<file path="src/rtl/gi_recombine_pkg.sv">
// Shared types and constants for the masked GF(2^4) inverse recombination stage.
// Monomial bit order: a, b, c, d, ab, ac, ad, bc, bd, cd, abc, abd, acd, bcd, abcd (a = nibble bit 3).
package gi_pkg;

    localparam int GI_NMONO = 15;

    localparam int GI_M_A    = 0;
    localparam int GI_M_B    = 1;
    localparam int GI_M_C    = 2;
    localparam int GI_M_D    = 3;
    localparam int GI_M_AB   = 4;
    localparam int GI_M_AC   = 5;
    localparam int GI_M_AD   = 6;
    localparam int GI_M_BC   = 7;
    localparam int GI_M_BD   = 8;
    localparam int GI_M_CD   = 9;
    localparam int GI_M_ABC  = 10;
    localparam int GI_M_ABD  = 11;
    localparam int GI_M_ACD  = 12;
    localparam int GI_M_BCD  = 13;
    localparam int GI_M_ABCD = 14;

    typedef logic [GI_NMONO-1:0]      gi_mono_t;
    typedef logic [3:0]               gi_nib_t;
    typedef logic [3:0][GI_NMONO-1:0] gi_anf_t;

    // Row i lists the monomials XORed into output bit i of x^-1 in GF(2^4) mod x^4+x+1.
    localparam gi_anf_t GI_INV_ANF = {
        15'h0477,   // y3 = a ^ b ^ c ^ ab ^ ac ^ ad ^ abc
        15'h0B43,   // y2 = a ^ b ^ ad ^ bd ^ cd ^ abd
        15'h13A1,   // y1 = a ^ ac ^ bc ^ bd ^ cd ^ acd
        15'h258F    // y0 = a ^ b ^ c ^ d ^ bc ^ bd ^ abc ^ bcd
    };
    localparam gi_nib_t GI_INV_CONST = 4'h0;

    function automatic gi_mono_t gi_mono_of(input gi_nib_t nib);
        logic a, b, c, d;
        gi_mono_t m;
        a = nib[3];
        b = nib[2];
        c = nib[1];
        d = nib[0];
        m            = '0;
        m[GI_M_A]    = a;
        m[GI_M_B]    = b;
        m[GI_M_C]    = c;
        m[GI_M_D]    = d;
        m[GI_M_AB]   = a & b;
        m[GI_M_AC]   = a & c;
        m[GI_M_AD]   = a & d;
        m[GI_M_BC]   = b & c;
        m[GI_M_BD]   = b & d;
        m[GI_M_CD]   = c & d;
        m[GI_M_ABC]  = a & b & c;
        m[GI_M_ABD]  = a & b & d;
        m[GI_M_ACD]  = a & c & d;
        m[GI_M_BCD]  = b & c & d;
        m[GI_M_ABCD] = a & b & c & d;
        return m;
    endfunction

endpackage

</file>
<file path="src/rtl/gi_recombine_if.sv">
// Valid/ready bus between the monomial expansion stage, gi_recombine and its consumer.
interface gi_recombine_if;
    import gi_pkg::*;

    logic     in_valid;
    logic     in_ready;
    gi_mono_t mono_sh0;
    gi_mono_t mono_sh1;
    logic     out_valid;
    logic     out_ready;
    gi_nib_t  out_sh0;
    gi_nib_t  out_sh1;

    modport master (
        output in_valid, mono_sh0, mono_sh1, out_ready,
        input  in_ready, out_valid, out_sh0, out_sh1
    );

    modport slave (
        input  in_valid, mono_sh0, mono_sh1, out_ready,
        output in_ready, out_valid, out_sh0, out_sh1
    );

endinterface

</file>
<file path="src/rtl/gi_recombine_anf_eval.sv">
// One share's linear compression of the 15 monomials into a 4-bit result, optional constant term.
module gi_anf_eval
    import gi_pkg::*;
#(
    parameter gi_anf_t ANF_COEF  = GI_INV_ANF,
    parameter gi_nib_t ANF_CONST = GI_INV_CONST,
    parameter bit      CONST_EN  = 1'b1
) (
    input  gi_mono_t mono,
    output gi_nib_t  y
);

    localparam gi_nib_t CONST_TERM = CONST_EN ? ANF_CONST : 4'h0;

    always_comb begin
        y = CONST_TERM;
        for (int i = 0; i < 4; i++) begin
            y[i] = y[i] ^ (^(ANF_COEF[i] & mono));
        end
    end

endmodule

</file>
<file path="src/rtl/gi_recombine.sv">
// Second stage of the two-share masked S-box: glitch-barrier register, per-share ANF compression, output register.
// Optional share refresh with fresh randomness is enabled by defining GI_RECOMBINE_REFRESH_EN.
module gi_recombine
    import gi_pkg::*;
#(
    parameter gi_anf_t ANF_COEF  = GI_INV_ANF,
    parameter gi_nib_t ANF_CONST = GI_INV_CONST
) (
    input  logic           clk,
    input  logic           rst_n,
`ifdef GI_RECOMBINE_REFRESH_EN
    input  gi_nib_t        rnd_ref,
`endif
    gi_recombine_if.slave  bus
);

    logic     s1_valid_q, s1_valid_d;
    gi_mono_t s1_sh0_q, s1_sh0_d;
    gi_mono_t s1_sh1_q, s1_sh1_d;
    logic     out_valid_q, out_valid_d;
    gi_nib_t  out_sh0_q, out_sh0_d;
    gi_nib_t  out_sh1_q, out_sh1_d;

    logic     s2_adv;
    logic     in_ready;
    logic     s1_load;
    logic     s2_load;
    gi_nib_t  y_sh0;
    gi_nib_t  y_sh1;
    gi_nib_t  refresh;

    assign s2_adv   = !out_valid_q || bus.out_ready;
    assign in_ready = !s1_valid_q || s2_adv;
    assign s1_load  = bus.in_valid && in_ready;
    assign s2_load  = s1_valid_q && s2_adv;

    // Shares are evaluated in separate instances so no logic combines them.
    gi_anf_eval #(
        .ANF_COEF  (ANF_COEF),
        .ANF_CONST (ANF_CONST),
        .CONST_EN  (1'b1)
    ) u_eval_sh0 (
        .mono (s1_sh0_q),
        .y    (y_sh0)
    );

    gi_anf_eval #(
        .ANF_COEF  (ANF_COEF),
        .ANF_CONST (ANF_CONST),
        .CONST_EN  (1'b0)
    ) u_eval_sh1 (
        .mono (s1_sh1_q),
        .y    (y_sh1)
    );

`ifdef GI_RECOMBINE_REFRESH_EN
    assign refresh = rnd_ref;
`else
    assign refresh = 4'h0;
`endif

    always_comb begin
        s1_valid_d  = s1_valid_q;
        s1_sh0_d    = s1_sh0_q;
        s1_sh1_d    = s1_sh1_q;
        out_valid_d = out_valid_q;
        out_sh0_d   = out_sh0_q;
        out_sh1_d   = out_sh1_q;

        if (s1_load) begin
            s1_valid_d = 1'b1;
            s1_sh0_d   = bus.mono_sh0;
            s1_sh1_d   = bus.mono_sh1;
        end else if (s2_load) begin
            s1_valid_d = 1'b0;
        end

        // Same fresh bits on both shares keep the recombined value intact.
        if (s2_load) begin
            out_valid_d = 1'b1;
            out_sh0_d   = y_sh0 ^ refresh;
            out_sh1_d   = y_sh1 ^ refresh;
        end else if (bus.out_ready) begin
            out_valid_d = 1'b0;
        end
    end

    always_ff @(posedge clk or negedge rst_n) begin
        if (!rst_n) begin
            s1_valid_q  <= 1'b0;
            s1_sh0_q    <= '0;
            s1_sh1_q    <= '0;
            out_valid_q <= 1'b0;
            out_sh0_q   <= '0;
            out_sh1_q   <= '0;
        end else begin
            s1_valid_q  <= s1_valid_d;
            s1_sh0_q    <= s1_sh0_d;
            s1_sh1_q    <= s1_sh1_d;
            out_valid_q <= out_valid_d;
            out_sh0_q   <= out_sh0_d;
            out_sh1_q   <= out_sh1_d;
        end
    end

    assign bus.in_ready  = in_ready;
    assign bus.out_valid = out_valid_q;
    assign bus.out_sh0   = out_sh0_q;
    assign bus.out_sh1   = out_sh1_q;

endmodule

</file>
<file path="src/flat_wrapper.sv">
// flat-port wrapper written by rule: the top's interface ports become plain ports
module gi_recombine_flat import gi_pkg::*;
#(
    parameter gi_anf_t ANF_COEF  = GI_INV_ANF,
    parameter gi_nib_t ANF_CONST = GI_INV_CONST
)
  (clk, rst_n, bus_in_valid, bus_mono_sh0, bus_mono_sh1, bus_out_ready, bus_in_ready, bus_out_valid, bus_out_sh0, bus_out_sh1);
  gi_recombine_if bus_i ();
  input  logic clk;
  input  logic rst_n;
  input wire logic [$bits(bus_i.in_valid)-1:0] bus_in_valid;
  input wire logic [$bits(bus_i.mono_sh0)-1:0] bus_mono_sh0;
  input wire logic [$bits(bus_i.mono_sh1)-1:0] bus_mono_sh1;
  input wire logic [$bits(bus_i.out_ready)-1:0] bus_out_ready;
  output wire logic [$bits(bus_i.in_ready)-1:0] bus_in_ready;
  output wire logic [$bits(bus_i.out_valid)-1:0] bus_out_valid;
  output wire logic [$bits(bus_i.out_sh0)-1:0] bus_out_sh0;
  output wire logic [$bits(bus_i.out_sh1)-1:0] bus_out_sh1;
  assign bus_i.in_valid = bus_in_valid;
  assign bus_i.mono_sh0 = bus_mono_sh0;
  assign bus_i.mono_sh1 = bus_mono_sh1;
  assign bus_i.out_ready = bus_out_ready;
  assign bus_in_ready = bus_i.in_ready;
  assign bus_out_valid = bus_i.out_valid;
  assign bus_out_sh0 = bus_i.out_sh0;
  assign bus_out_sh1 = bus_i.out_sh1;
  gi_recombine #(.ANF_COEF(ANF_COEF), .ANF_CONST(ANF_CONST)) u_core (.clk(clk), .rst_n(rst_n), .bus(bus_i));
endmodule
</file>
<file path="config.mk">
export PLATFORM = sky130hd
export DESIGN_NAME = gi_recombine_flat
export DESIGN_NICKNAME = d
export VERILOG_FILES = /design/src/rtl/gi_recombine_pkg.sv /design/src/rtl/gi_recombine_if.sv /design/src/rtl/gi_recombine_anf_eval.sv /design/src/rtl/gi_recombine.sv /design/src/flat_wrapper.sv
export SDC_FILE = /design/constraint.sdc
export NUM_CORES = 1
export LEC_CHECK = 0
export BUFFER_PORTS_ARGS = -buffer_cell sky130_fd_sc_hd__buf_2
export CORE_UTILIZATION = 56
export CTS_BUF_LIST = sky130_fd_sc_hd__clkbuf_2
export CTS_CLUSTER_DIAMETER = 100
export DETAILED_ROUTE_END_ITERATION = 10
export PLACE_DENSITY = 0.93
export SYNTH_ARGS = -nofsm -noshare
export SYNTH_HDL_FRONTEND = slang
export SYNTH_HIERARCHICAL = 1
export SYNTH_SLANG_ARGS = --single-unit
</file>
<file path="constraint.sdc">
create_clock -name clk -period 4.55 [get_ports clk]
set_clock_uncertainty 0.15 [all_clocks]
set_input_delay 0.91 -clock clk [delete_from_list [all_inputs] [get_ports clk]]
set_output_delay 0.91 -clock clk [all_outputs]
set_load 0.05 [all_outputs]
</file>
==> results of run 1 <==
per-stage QoR:
stage          utilization  setup WS [ns]  area [um^2]  hold WS (ns)  instances
6_report            0.6897          2.069         2175        0.3803        209
5_1_grt             0.6897          2.047         2175        0.4157        209
4_1_cts             0.6897          2.064         2175        0.3807        209
3_5_place_dp        0.6690          2.070         2110        0.3410        201
3_3_place_gp        0.6690          2.100         2110        0.3351        201
2_1_floorplan            -          2.325         1909        0.3514        119
metal layers:
metal	track usage	routed length (um)	up-vias
li1	-	-	483
met1	0.2384	1314	509
met2	0.3250	1571	29
met3	0.04051	112	11
met4	0.1196	94	0
met5	0	0	-
worst max-delay path, delay by kind of cell:
| kind | cells | cell delay (ns) |
|---|---|---|
| simple gates | 1 | 0.15 |
| buf+inv | 2 | 0.37 |
registers in the layout (all words and copies together), names as in the netlist:
| signal | count |
|---|---|
| u_core/s1_sh0_q | 14 |
| u_core/s1_sh1_q | 14 |
| u_core/bus.out_sh0 | 4 |
| u_core/bus.out_sh1 | 4 |
| u_core/bus.out_valid | 1 |
| u_core/s1_valid_q | 1 |
cell usage in the layout, fill, tap and decap left out:
master      n
buf_2      41
nand2_2     1
dfrtp_1    38
xor2_1      6
mux2_4     28
nand2b_1    2
clkinv_2    2
nand2_4     1
xnor2_1    28
xor2_2      2
nand3b_4    1
clkbuf_2    5
or2b_1      1
mux2_2      8
bufinv_16   1
worst max path at each step:
stage	startpoint	slack (ns)	endpoint
final	bus_out_ready	2.07	bus_in_ready
after global routing	bus_out_ready	2.05	bus_in_ready
after detailed placement	bus_out_ready	2.07	bus_in_ready
after floorplan	bus_out_ready	2.33	bus_in_ready
after global placement	bus_out_ready	2.10	bus_in_ready
after CTS	bus_out_ready	2.06	bus_in_ready
cell type report:
cell class                 count  area [um^2]
sequential                    38        950.9
fill                         243        978.4
clock buffer                   5        25.02
multi-input combinational     78        898.4
clock inverter                 3        40.04
timing repair buffer          41        205.2
tap                           44        55.05
power groups by stage:
stage	Combinational, mW	Clock, mW	Sequential [mW]
after global routing	0.536	0.219	0.481
after detailed placement	0.507	0	0.479
final	0.504	0.201	0.471
after CTS	0.509	0.206	0.471
after floorplan	0.286	0	0.597
after global placement	0.489	0	0.472
==> results_dict.tcl, run 1 <==
set metrics [dict create \
    diodes 0 \
    port_buffers 41 \
    r2r-start "u_core/s1_valid_q" \
    cts_made_buffers 5 \
    fin_setup_tns_ns 0 \
    grt-ovfl-total 0 \
    die_h_um 60.39 \
    power.leakage_nw 1.042 \
    intPower_uw 734.9 \
    worst_slew_pin_slew_ns 0.8195 \
    clock_latency_ns 0.38 \
    start_util 0.6056 \
    htree_levels 2 \
    clkPwrFrac 0.171 \
    r2r-end "u_core/s1_sh1_q[10]" \
    critPathKind "primary input to output pin" \
    power_density_nw_per_um2 540.5 \
    fmax_mhz 403.0 \
    vdd_drop_max_mv 0.2697 \
    cts_root_buf "clkbuf_2" \
    swShare 0.3747 \
    period_needed_ns 2.482 \
    min_path_cells 1 \
    status "finished clean" \
    rsz0062_at_grt "no" \
    finalMaxSlewViolations 0 \
    cts_tree "built" \
    netlist_area_um2 1909 \
    syn-num-nets 153 \
    maxCapViolCount 0 \
    pwr-share-comb 0.429 \
    crit_top_cell "buf_2" \
    die_x_um 60.39 \
    cts.clk_slew.worst_paths_ns 0.18 \
    switchingPower_uw 440.5 \
    path_cells "buf_2 -> nand3b_4 -> buf_2" \
    end_kind "output pin" \
    whs_endpoint "u_core/bus.out_sh1[1]" \
    cp_data_arrival_time_ns 1.42 \
    routed_wl_mm 3.092 \
    layout_worst_path_cycle_share 0.5454 \
    ctsHoldBuffers 0 \
    synth_area_per_cell_um2 16.04 \
    nNetsFinal 198 \
    holdCritStartpoint "u_core/bus.out_sh1[1]" \
    critPathLaunchType "primary input" \
    fin_total_pwr_mw 1.175 \
    cts_sinks 38 \
    r2r_cells 3 \
    seq_power_share 0.401 \
    drc 0 \
    first_pass_iters 4 \
    relSlewSlack 0.4537 \
    netlist_instances 119 \
    core_um2 3153 \
    yosys_warnings 6 \
    grt_max_degree 39 \
    avgRoutedWirePerCell_um 14.79 \
    routabilityCongestion 0.7902 \
    dr_total_vias 1032 \
    boundaryPins 44 \
    cpPeakStageDelay_ns 0.27 \
    fp.dieArea_um2 3647 \
    detail_route.vias_per_cell 4.938 \
    drt_iter0_markers 34 \
    cts_resized 0 \
    grt_pass1_vias 1091 \
    area_growth_pct 13.89 \
    cts_max_path_buffers 2 \
    postCtsSetupRepairBufs 0 \
    grt_usage 0.1972 \
    hold_class "flop to flop" \
    dp_hpwl_mm 2.304 \
    grt_pass1_wl_mm 5.016 \
    cpMaxStageDelayCell "buf_2" \
    r2r_slack_ns 2.92 \
    antenna_found_initial 0 \
    setup_viol 0 \
    ant_nets 0 \
    crit_path_max_fanout 3 \
    required_ns 3.49 \
    rows 20 \
    hold_viol 0 \
    drive_above_1_share 0.5455 \
]
(Power assumes the default switching activity.)
==> inputs of run 2 (changes only) <==
--- a/config.mk
+++ b/config.mk
@@ -5,12 +5,13 @@
 export SDC_FILE = /design/constraint.sdc
 export NUM_CORES = 1
 export LEC_CHECK = 0
+export ABC_AREA = 1
 export BUFFER_PORTS_ARGS = -buffer_cell sky130_fd_sc_hd__buf_2
-export CORE_UTILIZATION = 56
+export CORE_UTILIZATION = 52
 export CTS_BUF_LIST = sky130_fd_sc_hd__clkbuf_2
 export CTS_CLUSTER_DIAMETER = 100
 export DETAILED_ROUTE_END_ITERATION = 10
-export PLACE_DENSITY = 0.93
+export PLACE_DENSITY = 0.9
 export SYNTH_ARGS = -nofsm -noshare
 export SYNTH_HDL_FRONTEND = slang
 export SYNTH_HIERARCHICAL = 1
==> constraint.sdc (replaced) <==
create_clock -name clk -period 2.02 [get_ports clk]
set_clock_uncertainty 0.15 [all_clocks]
set_input_delay 0.404 -clock clk [delete_from_list [all_inputs] [get_ports clk]]
set_output_delay 0.404 -clock clk [all_outputs]
set_load 0.05 [all_outputs]
==> results_dict.tcl, run 2 <==
set metrics [dict create \
    status "finished clean" \
    cts_max_path_buffers 2 \
    clkPwrFrac 0.207 \
    hold_ws_ns 0.06524 \
    hold_viol 0 \
    crit_path_max_fanout 16 \
    r2r-start "u_core/s1_valid_q" \
    area_growth_pct 15.11 \
    maxCapViolCount 0 \
    cts_tree "built" \
    cts_root_buf "clkbuf_2" \
    crit_family "flip-flops" \
    final.setup.worst_slack_ns 0.06438 \
    cp_data_arrival_time_ns 1.40 \
    rsz0062_at_grt "no" \
    drt_iter0_markers 85 \
    routabilityCongestion 0.8201 \
    diodes 0 \
    drc 0 \
    worst_slew_pin_slew_ns 0.3600 \
    seq_power_share 0.373 \
    mostFrequentLayoutCell "nand2_1" \
    period_needed_ns 1.956 \
    detail_route.vias_per_cell 4.949 \
    path_cells "nand3_4 -> buf_4" \
    cts_sinks 38 \
    core_um2 4086 \
    rows 23 \
    grt_pass1_vias 1923 \
    swShare 0.4320 \
    reg_top3 "u_core/s1_sh0_q x14, u_core/s1_sh1_q x14" \
    start_util 0.5511 \
    power.leakage_nw 1.581 \
    critPathLaunchType "flop" \
    fmax_mhz 511.3 \
    end_kind "output pin" \
    syn-num-nets 349 \
    grt_max_degree 30 \
    yosys_warnings 6 \
    port_buffers 41 \
    cpPeakStageDelay_ns 0.51 \
    nNetsFinal 394 \
    critPathKind "flop to output pin" \
    avgRoutedWirePerCell_um 11.52 \
    setup_viol 0 \
    dp_hpwl_mm 3.570 \
    required_ns 1.47 \
    layout_worst_path_cycle_share 0.9681 \
    fin_setup_tns_ns 0 \
    cts.clk_slew.worst_paths_ns 0.22 \
    intPower_mw 1.636 \
    holdCritStartpoint "bus_mono_sh0[0]" \
    first_pass_iters 5 \
    fp.dieArea_um2 4598 \
    htree_levels 2 \
    switchingPower_mw 1.244 \
    grt-ovfl-total 0 \
    cpMaxStageDelayCell "dfrtp_2" \
    final_cell_mix "nand2_1, nand3_1, buf_2" \
    die_x_um 67.81 \
    vdd_drop_max_mv 0.5388 \
    netlist_area_um2 2252 \
    routed_wl_mm 4.735 \
    dr_total_vias 2034 \
    hold_class "primary input to flop" \
    antenna_found_initial 0 \
    pwr-share-comb 0.420 \
    boundaryPins 44 \
    power_density_nw_per_um2 1111 \
    cts_made_buffers 5 \
    pre_cts_ws_ns 0.2964 \
    relSlewSlack 0.7600 \
    clock_latency_ns 0.41 \
    drive_above_1_share 0.2299 \
    ant_nets 0 \
    grt_pass1_wl_mm 8.066 \
    finalMaxSlewViolations 0 \
    fin_total_pwr_mw 2.880 \
    die_h_um 67.81 \
    grt_usage 0.2383 \
    synth_area_per_cell_um2 7.150 \
    netlist_instances 315 \
    cp-startpoint "u_core/s1_valid_q" \
    path_buf_inv 1 \
]
==> run 2: cell count changes in the layout (fill, tap and decap cells not counted), moves of 4 or more <==
cell	change
inv_2	+6
buf_4	+7
mux2_4	-28
nor2_1	+8
mux2_2	-8
nand3_1	+42
nand2_2	+15
xnor2_1	-26
xor2_1	+4
inv_1	+33
nand2_1	+144
==> run 2: worst register-to-register path: stages (launching register included) <==
cell and delay (ns):
dfrtp_2 0.51, nand3_4 0.22, buf_4 0.25, nand2_4 0.25, nand2_1 0.11, nand2_1 0.08
==> run 2: layer usage <==
| layer | global-route usage | part of all wire | wire [um] | up-vias |
|---|---|---|---|---|
| met4 | 0.1042 | 0.013 | 63 | 0 |
| met3 | 0.04833 | 0.056 | 263 | 6 |
| met2 | 0.4134 | 0.51 | 2398 | 68 |
| met5 | 0 | 0 | 0 | - |
| li1 | - | - | - | 1034 |
| met1 | 0.2846 | 0.42 | 2009 | 926 |
==> run 2: timing repair <==
action,4_1_cts,5_1_grt
endpoints found under the setup margin,1,1
resized for setup,1,2
hold buffers,1,0
cloned,0,0
hold endpoints to repair,14,0
buffers inserted,0,1
==> run 2: stage by stage <==
step                  util  cells  instance area (um^2)
finish              0.6344    411                  2592
global route        0.6344    411                  2592
floorplan                -    315                  2252
detailed placement  0.6075    401                  2482
CTS                 0.6320    410                  2582
global placement    0.6075    401                  2482
==> run 2: cell type report <==
cell class,instances,area [um^2]
inverters,39,146.4
fillers,344,1494
flip-flops and latches,38,952.2
clock inverters,3,63.81
multi-input cells,228,1080
well taps,50,62.56
clock buffers,5,25.02
repair buffers,48,262.8
==> run 2: power groups by stage <==
stage	clock [mW]	sequential (mW)	combinational (mW)
2_1_floorplan	0	1.35	0.664
3_3_place_gp	0	1.08	1.14
3_5_place_dp	0	1.09	1.19
4_1_cts	0.601	1.08	1.20
5_1_grt	0.635	1.10	1.34
6_report	0.596	1.08	1.21
==> run 2: final timing paths <==
check	to	slack (ns)	cells after the start
max	bus_in_ready	0.06	2
min	u_core/s1_sh0_q[0]	0.07	3
max reg2reg	u_core/s1_sh1_q[0]	0.39	5
min reg2reg	u_core/bus.out_sh0[0]	0.35	2
max in group asynchronous	u_core/s1_sh1_q[12]	0.95	3
min in group asynchronous	u_core/s1_sh0_q[4]	0.26	2
==> inputs of run 3 (changes only) <==
--- a/config.mk
+++ b/config.mk
@@ -7,11 +7,10 @@
 export LEC_CHECK = 0
 export ABC_AREA = 1
 export BUFFER_PORTS_ARGS = -buffer_cell sky130_fd_sc_hd__buf_2
-export CORE_UTILIZATION = 52
-export CTS_BUF_LIST = sky130_fd_sc_hd__clkbuf_2
+export CORE_UTILIZATION = 50
 export CTS_CLUSTER_DIAMETER = 100
 export DETAILED_ROUTE_END_ITERATION = 10
-export PLACE_DENSITY = 0.9
+export PLACE_DENSITY = 0.87
 export SYNTH_ARGS = -nofsm -noshare
 export SYNTH_HDL_FRONTEND = slang
 export SYNTH_HIERARCHICAL = 1
==> results_dict.tcl, run 3 (same netlist as run 2, synthesis figures left out) <==
set metrics [dict create \
    routabilityCongestion 0.8305 \
    reg_top3 "u_core/s1_sh0_q x14, u_core/s1_sh1_q x14" \
    grt-ovfl-total 0 \
    cts_sinks 38 \
    seq_power_share 0.372 \
    port_buffers 41 \
    drive_above_1_share 0.2185 \
    drt_iter0_markers 61 \
    power.leakage_nw 1.564 \
    status "finished clean" \
    swShare 0.4228 \
    drc 0 \
    critPathKind "flop to output pin" \
    vdd_drop_max_mv 0.4708 \
    rows 24 \
    first_pass_iters 4 \
    antenna_found_initial 0 \
    worst_slew_pin_slew_ns 0.4759 \
    power_density_nw_per_um2 1121 \
    layout_worst_path_cycle_share 0.8661 \
    cts_root_buf "clkbuf_8" \
    grt_max_degree 39 \
    dr_total_vias 1967 \
    hold_viol 0 \
    grt_pass1_vias 1886 \
    required_ns 1.47 \
    cp_data_arrival_time_ns 1.20 \
    start_util 0.5172 \
    fin_setup_tns_ns 0 \
    core_um2 4354 \
    grt_usage 0.2000 \
    fp.dieArea_um2 4777 \
    crit_path_max_fanout 10 \
    die_h_um 69.12 \
    area_growth_pct 14.39 \
    cts.clk_slew.worst_paths_ns 0.07 \
    clock_latency_ns 0.29 \
    fin_total_pwr_mw 2.888 \
    switchingPower_mw 1.221 \
    mostFrequentLayoutCell "nand2_1" \
    pwr-share-comb 0.409 \
    diodes 0 \
    finalMaxSlewViolations 0 \
    htree_levels 2 \
    maxCapViolCount 0 \
    period_needed_ns 1.750 \
    postCtsSetupRepairBufs 0 \
    cts_tree "built" \
    critPathLaunchType "flop" \
    ant_nets 0 \
    clkPwrFrac 0.219 \
    nNetsFinal 390 \
    ctsHoldBuffers 0 \
    setup_viol 0 \
    die_x_um 69.12 \
    intPower_mw 1.667 \
    boundaryPins 44 \
    detail_route.vias_per_cell 4.809 \
    fmax_mhz 571.6 \
    routed_wl_mm 4.502 \
    final_cell_mix "nand2_1, nand3_1, buf_2" \
    cts_max_path_buffers 2 \
    cts_resized 0 \
    hold_class "primary input to async pin" \
    r2r_slack_ns 0.37 \
    cts_made_buffers 5 \
    rsz0062_at_grt "no" \
    relSlewSlack 0.6828 \
    end_kind "output pin" \
    dp_hpwl_mm 3.368 \
    avgRoutedWirePerCell_um 11.01 \
    grt_pass1_wl_mm 7.679 \
]
==> run 3: changes by cell type in the layout (fill, tap and decap cells not counted) <==
cell / previous run / this run
buf_2: 40 / 41
buf_4: 7 / 3
bufinv_16: 2 / 1
clkbuf_1: 0 / 2
clkbuf_2: 5 / 0
clkbuf_8: 0 / 5
clkinv_1: 1 / 0
dfrtp_1: 37 / 38
dfrtp_2: 1 / 0
dlygate4sd3_1: 1 / 0
==> run 3: area by class of cell <==
class / instances / area (um^2)
clock buffer: 7 / 76.32
clock inverter: 1 / 30.03
fill: 358 / 1778
inverter: 39 / 146.4
multi-input combinational: 228 / 1080
sequential: 38 / 950.9
tap: 52 / 65.06
timing repair buffer: 44 / 227.7
==> run 3: layer usage <==
| metal | global-route usage | vias to the layer above | routed length [um] |
|---|---|---|---|
| met5 | 0 | - | 0 |
| met4 | 0.09070 | 0 | 99 |
| met3 | 0.04532 | 11 | 210 |
| met2 | 0.3441 | 51 | 2191 |
| met1 | 0.2366 | 881 | 2000 |
| li1 | - | 1024 | - |
==> run 3: final timing paths <==
kind | startpoint | to | depth (start not counted)
worst max-delay path | u_core/s1_valid_q | bus_in_ready | 2
worst min-delay path | rst_n | u_core/s1_sh1_q[7] | 2
worst max register to register | u_core/s1_valid_q | u_core/s1_sh1_q[5] | 5
worst min register to register | u_core/bus.out_sh0[3] | u_core/bus.out_sh0[3] | 2
max in group asynchronous | rst_n | u_core/bus.out_sh0[2] | 2
min in group clk | bus_mono_sh0[5] | u_core/s1_sh0_q[5] | 3
==> run 3: critical path, cell delays in order, from the launching register on <==
cell     delay, ns
dfrtp_1       0.50
nand3_4       0.14
buf_2         0.26
==> run 3: stage by stage <==
stage / util / worst slack (ns) / instances / hold slack (ns) / instance area [um^2]
after global routing: 0.5917 / 0.2244 / 409 / 0.04014 / 2576
final: 0.5917 / 0.2704 / 409 / 0.009716 / 2576
after CTS: 0.5917 / 0.2481 / 409 / 0.01445 / 2576
after detailed placement: 0.5672 / 0.3455 / 401 / 0.3057 / 2470
after global placement: 0.5672 / 0.3942 / 401 / 0.3035 / 2470
after floorplan: - / 0.3339 / 315 / -0.04159 / 2252
==> run 3: power groups by stage <==
stage	sequential (mW)	combinational, mW	clock (mW)
2_1_floorplan	1.35	0.664	0
3_3_place_gp	1.08	1.14	0
3_5_place_dp	1.09	1.19	0
4_1_cts	1.08	1.19	0.650
5_1_grt	1.10	1.32	0.684
6_report	1.07	1.18	0.631
